**src/rtl/serial_byte_collector_pkg.sv**
```systemverilog
`default_nettype none
// ============================================================================
// Module      : serial_byte_collector_pkg
// Description : Shared project definitions for the serial byte collector:
//               FSM state encodings, bit-position constants and the bit
//               insertion helper used to assemble a byte from serial bits.
// Revision    : 1.0 - initial release
// ============================================================================
package serial_byte_collector_pkg;

    // Collector FSM states. COLLECT gathers bits, HOLD presents a full byte.
    typedef enum logic [0:0] {
        COLLECT = 1'b0,
        HOLD    = 1'b1
    } state_t;

    // Bit index of the final bit of a byte (bit_count value that completes it).
    localparam logic [2:0] c_last_bit = 3'd7;

    // Inserts one serial bit into the partial byte.
    // LSB-first: bits enter at [7] and move right, so after eight bits the
    // first one has reached [0]. MSB-first: bits enter at [0] and move left,
    // so the first one ends at [7].
    function automatic logic [7:0] shift_in(
        input logic [7:0] cur,
        input logic       b,
        input logic       msb_first
    );
        logic [7:0] res;
        if (msb_first) begin
            res = {cur[6:0], b};
        end else begin
            res = {b, cur[7:1]};
        end
        return res;
    endfunction

endpackage : serial_byte_collector_pkg
`default_nettype wire

```
**src/rtl/serial_byte_collector_or8.sv**
```systemverilog
`default_nettype none
// ============================================================================
// Module      : serial_byte_collector_or8
// Description : 8-input OR reduction gate.
// Ports       : din  [7:0] in  - operand bits
//               dout       out - OR of all din bits
// Revision    : 1.0 - initial release
// ============================================================================
module serial_byte_collector_or8 (
    input  logic [7:0] din,
    output logic       dout
);

    assign dout = |din;

endmodule : serial_byte_collector_or8
`default_nettype wire

```
**src/rtl/serial_byte_collector.sv**
```systemverilog
`default_nettype none
// ============================================================================
// Module      : serial_byte_collector
// Description : Collects a stream of valid/ready serial bits into bytes and
//               presents each completed byte on a valid/ready output until
//               the consumer takes it. A synchronous flush discards a
//               partially collected byte without touching the held byte.
// Parameters  : MSB_FIRST - 0: first bit lands in byte_out[0]
//                           1: first bit lands in byte_out[7]
// Ports       : clk        in   clock, rising edge
//               rst_n      in   asynchronous active-low reset
//               bit_in     in   serial data bit
//               bit_valid  in   bit_in valid this cycle
//               bit_ready  out  a bit is accepted this cycle (combinational)
//               flush      in   abort the partial byte
//               byte_out   out  assembled byte (registered)
//               byte_valid out  byte_out holds an undelivered byte
//               out_ready  in   consumer takes byte_out this cycle
//               any_set    out  OR of byte_out bits
//               bit_count  out  bits collected toward the current byte
// Revision    : 1.0 - initial release
// ============================================================================
module serial_byte_collector
    import serial_byte_collector_pkg::*;
#(
    parameter int MSB_FIRST = 0
) (
    input  logic       clk,
    input  logic       rst_n,
    input  logic       bit_in,
    input  logic       bit_valid,
    output logic       bit_ready,
    input  logic       flush,
    output logic [7:0] byte_out,
    output logic       byte_valid,
    input  logic       out_ready,
    output logic       any_set,
    output logic [2:0] bit_count
);

    state_t     r_state;
    logic [7:0] r_shift;
    logic [2:0] r_count;
    logic [7:0] r_byte;

    state_t     w_state_nxt;
    logic [7:0] w_shift_nxt;
    logic [2:0] w_count_nxt;
    logic [7:0] w_byte_nxt;

    logic       w_accept;
    logic       w_handover;
    logic [7:0] w_shifted;

    // In HOLD a bit may only enter in the cycle the held byte is taken, which
    // keeps one byte per eight bit-cycles under continuous streaming.
    assign bit_ready  = !flush && ((r_state == COLLECT) || out_ready);
    assign w_accept   = bit_valid && bit_ready;
    assign w_handover = (r_state == HOLD) && out_ready;
    assign w_shifted  = shift_in(r_shift, bit_in, MSB_FIRST != 0);

    always_ff @(posedge clk or negedge rst_n) begin
        if (!rst_n) begin
            r_state <= COLLECT;
            r_shift <= 8'h00;
            r_count <= 3'd0;
            r_byte  <= 8'h00;
        end else begin
            r_state <= w_state_nxt;
            r_shift <= w_shift_nxt;
            r_count <= w_count_nxt;
            r_byte  <= w_byte_nxt;
        end
    end

    always_comb begin
        w_state_nxt = r_state;
        w_shift_nxt = r_shift;
        w_count_nxt = r_count;
        w_byte_nxt  = r_byte;

        // Consumer handover is independent of flush: flush only aborts the
        // partial byte, never the held one.
        if (w_handover) begin
            w_state_nxt = COLLECT;
        end

        if (flush) begin
            w_shift_nxt = 8'h00;
            w_count_nxt = 3'd0;
        end else if (w_accept) begin
            if (r_count == c_last_bit) begin
                w_byte_nxt  = w_shifted;
                w_shift_nxt = 8'h00;
                w_count_nxt = 3'd0;
                w_state_nxt = HOLD;
            end else begin
                w_shift_nxt = w_shifted;
                w_count_nxt = r_count + 3'd1;
            end
        end
    end

    assign byte_out   = r_byte;
    assign byte_valid = (r_state == HOLD);
    assign bit_count  = r_count;

    serial_byte_collector_or8 u_or8 (
        .din  (r_byte),
        .dout (any_set)
    );

endmodule : serial_byte_collector
`default_nettype wire
```
**config.mk**
```make
export PLATFORM = sky130hd
export DESIGN_NAME = serial_byte_collector
export DESIGN_NICKNAME = d
export VERILOG_FILES = /design/src/rtl/serial_byte_collector_pkg.sv /design/src/rtl/serial_byte_collector_or8.sv /design/src/rtl/serial_byte_collector.sv
export SDC_FILE = /design/constraint.sdc
export NUM_CORES = 1
export LEC_CHECK = 0
export CORE_MARGIN = 2
export CORE_UTILIZATION = 35
export CTS_CLUSTER_DIAMETER = 200
export DETAILED_ROUTE_END_ITERATION = 16
export SLEW_MARGIN = 20
export SYNTH_ARGS = -nofsm -noshare
export SYNTH_HDL_FRONTEND = slang
export SYNTH_SLANG_ARGS = --single-unit
```
**constraint.sdc**
```tcl
create_clock -name clk -period 2 [get_ports clk]
set_input_delay 0.5 -clock clk [delete_from_list [all_inputs] [get_ports clk]]
set_output_delay 0.5 -clock clk [all_outputs]
set_load 0.02 [all_outputs]
```
==> results.sh <==
export IMPL_status="finished clean"
export IMPL_critical_path_reg2reg_endpoint="r_shift[2]"
export IMPL_cts_buffers=3
export IMPL_power_per_cell_area_mw_per_mm2=594
export IMPL_syn_nets=62
export IMPL_grt_start_max_net_pins=20
export IMPL_grt_overflow=0
export IMPL_synthToLayoutAreaGrowth_pct=35.3
export IMPL_worstSetupStartpointType="input port"
export IMPL_tritoncts_clock_tree="done"
export IMPL_fmax_mhz=515
export IMPL_grt_usage=0.117
export IMPL_place_port_buffers=19
export IMPL_internal_power_w=0.000498
export IMPL_critPathCaptureType="output pin"
export IMPL_vias=515
export IMPL_finalWeightedCongestion=0.765
export IMPL_setup_viol_count_final=0
export IMPL_report_final_hold_viol_count=0
export IMPL_cts_setup_buffers=0
export IMPL_p_clk_frac=0.291
export IMPL_reg2reg_setup_slack_ns=0.51
export IMPL_swShare=0.233
export IMPL_period_needed_ns=1.94
export IMPL_antenna_found_initial=0
export IMPL_detail_route_wirelength_um=1390
export IMPL_fp_dieW_um=52.0
export IMPL_ir_drop_v=0.000390
export IMPL_critical_path_required_time_ns=1.50
export IMPL_tightest_slew_ns=0.357
export IMPL_combinational_power_share=0.100
export IMPL_worstPathArrival_ns=1.44
export IMPL_final_max_slew_viol_count=0
export IMPL_timing_rr_start="bit_count[0]"
export IMPL_timing_final_crit_share=0.971
export IMPL_hpwl_um=1020
export IMPL_sequentialPowerShare=0.609
export IMPL_number_of_vias_per_cell=4.77
export IMPL_vias_in_the_first_global_route=480
export IMPL_min_path_type="flop to flop"
export IMPL_netlist_area_um2=807
export IMPL_htree_num_levels=1
export IMPL_max_clock_path_buffers=2
export IMPL_timing_clock_skew_ns=0.00572
export IMPL_fin_hold_ws_ns=0.510
export IMPL_worstSetupPathType="input port to output pin"
export IMPL_synth_area_per_cell_um2=14.9
export IMPL_wl_per_cell_um=12.8
export IMPL_hold_buffers=0
export IMPL_nNetsFinal=89
export IMPL_clk_pin_slew_worst_paths_ns=0.10
export IMPL_totalPowerFinal_w=0.000649
export IMPL_worst_setup_path_endpoint="bit_ready"
export IMPL_root_buffer="clkbuf_4"
export IMPL_cts_sinks=19
export IMPL_clock_latency_ns=0.30
export IMPL_yosysWarnings=0
export IMPL_ys_types=17
export IMPL_firstDrtPassIters=1
export IMPL_detail_route_drc_violations=0
export IMPL_first_iter_violations=0
export IMPL_netlist_instances=54
export IMPL_antenna_violating_nets_post_route=0
export IMPL_die_y_um=52.0
export IMPL_power_leakage_nw=0.535
export IMPL_r2r_worst_path_depth=4
export IMPL_switching_power_w=0.000151
export IMPL_start_util=0.368
export IMPL_max_slew_margin=0.762
export IMPL_num_antenna_cells=0
export IMPL_timing_critical_path_fanout_max=2
export IMPL_floorplan_core_area_mm2=0.00219
export IMPL_max_cap_viol_count=0
export IMPL_crit_path_start="out_ready"
export IMPL_boundaryPins=20
export IMPL_synth_seq_cells=19
export IMPL_die_area_mm2=0.00271
export IMPL_seq_area_frac_synth=0.589
export IMPL_total_negative_setup_slack_ns=0
export IMPL_rows=17
export IMPL_drive_gt1_frac=0.400
export IMPL_rsz0062_at_grt="false"
export IMPL_grt_first_pass_wirelength_um=2280
-- worst max-delay path, cell delays in order --
cell and delay, ns:
clkdlybuf4s50_1 0.47, nor2b_1 0.06, nor2_1 0.08, dlygate4sd2_1 0.34
-- routing by layer --
metal | track usage | vias to the layer above | part of all wire
met5 | 0 | - | 0
met4 | 0.0395 | 0 | 0.0087
met3 | 0.0431 | 2 | 0.045
met2 | 0.167 | 12 | 0.44
met1 | 0.162 | 245 | 0.50
li1 | - | 256 | -
-- per-stage QoR --
| stage | util | instance area (µm²) | cells | worst slack [ns] |
|---|---|---|---|---|
| after floorplan | - | 807 | 54 | 0.504 |
| after global placement | 0.481 | 1050 | 104 | -0.205 |
| after detailed placement | 0.481 | 1050 | 104 | -0.221 |
| after CTS | 0.496 | 1090 | 108 | 0.0512 |
| after global routing | 0.499 | 1090 | 108 | 0.00273 |
| final | 0.499 | 1090 | 108 | 0.0575 |
-- how the worst min path moves through the flow --
stage | startpoint | endpoint | slack, ns | cells past startpoint
2_1_floorplan | rst_n | bit_count[0] | 0.20 | 0
5_1_grt | r_shift[1] | r_shift[1] | 0.53 | 1
6_report | r_shift[1] | r_shift[1] | 0.51 | 1
4_1_cts | rst_n | byte_out[3] | 0.52 | 2
3_5_place_dp | r_shift[1] | r_shift[1] | 0.50 | 1
3_3_place_gp | r_shift[1] | r_shift[1] | 0.50 | 1
-- synth_stat cells --
cell,count,area [µm²]
nor4_1,2,12.5
nand2b_1,1,6.26
a31o_2,2,17.5
inv_1,1,3.75
a32o_1,1,10.0
nor2b_1,1,6.26
a22o_2,6,60.1
dfrtp_1,19,475
nor2b_4,1,13.8
nor2_1,1,3.75
nand2_1,3,11.3
a21oi_2,1,8.76
nand3_4,1,17.5
mux2_2,9,101
ha_1,2,25.0
nor3b_4,1,18.8
and3_2,2,15.0
-- power by group through the flow --
| stage | combinational [W] | sequential (W) | clock [W] |
|---|---|---|---|
| 2_1_floorplan | 0.0000228 | 0.000408 | 0 |
| 3_3_place_gp | 0.0000655 | 0.000403 | 0 |
| 3_5_place_dp | 0.0000672 | 0.000403 | 0 |
| 4_1_cts | 0.0000662 | 0.000396 | 0.000199 |
| 5_1_grt | 0.0000726 | 0.000397 | 0.000217 |
| 6_report | 0.0000648 | 0.000396 | 0.000189 |
-- registers in the layout, indices dropped and copies added, names as in the netlist --
| register | cells |
|---|---|
| bit_count | 3 |
| byte_out | 8 |
| byte_valid | 1 |
| r_shift | 7 |
-- placed cells by master (no fill, tap or decap), drive strengths merged --
cell type      netlist  routed
and3                 2       2
nor3b                1       1
dfrtp               19      19
ha                   2       2
nor2b                2       2
clkinv               0       1
clkbuf               0       3
a31o                 2       2
mux2                 9       9
nor4                 2       2
a32o                 1       1
nand3                1       1
nand2b               1       1
nor2                 1       1
a22o                 6       6
dlygate4sd2          0       2
clkdlybuf4s50        0      17
a21oi                1       1
nand2                3       3
inv                  1       1
buf                  0       3
-- logic make-up after synthesis --
logic type | synth area share
AO/OA/AOI/OAI | 0.119
adder cells (fa/ha/maj) | 0.0310
buffers and inverters | 0.00465
flip-flops | 0.589
multiplexers | 0.126
AND/OR/NAND/NOR | 0.130
-- area by class of cell --
type | instances | area (µm²)
repair buffers | 22 | 210
well taps | 28 | 35.0
flip-flops and latches | 19 | 475
fillers | 189 | 1100
clock buffers | 3 | 22.5
clock inverters | 1 | 5.00
multi-input cells | 34 | 340
inverters | 1 | 3.75
-- timing repair --
| item | in CTS | in global routing |
|---|---|---|
| setup endpoints to repair | 2 | 1 |
| endpoints found under the hold margin | 0 | 0 |
| gates resized for setup | 3 | 1 |
| cloned | 0 | 0 |
No activity file was read; power rests on OpenSTA's default activity.
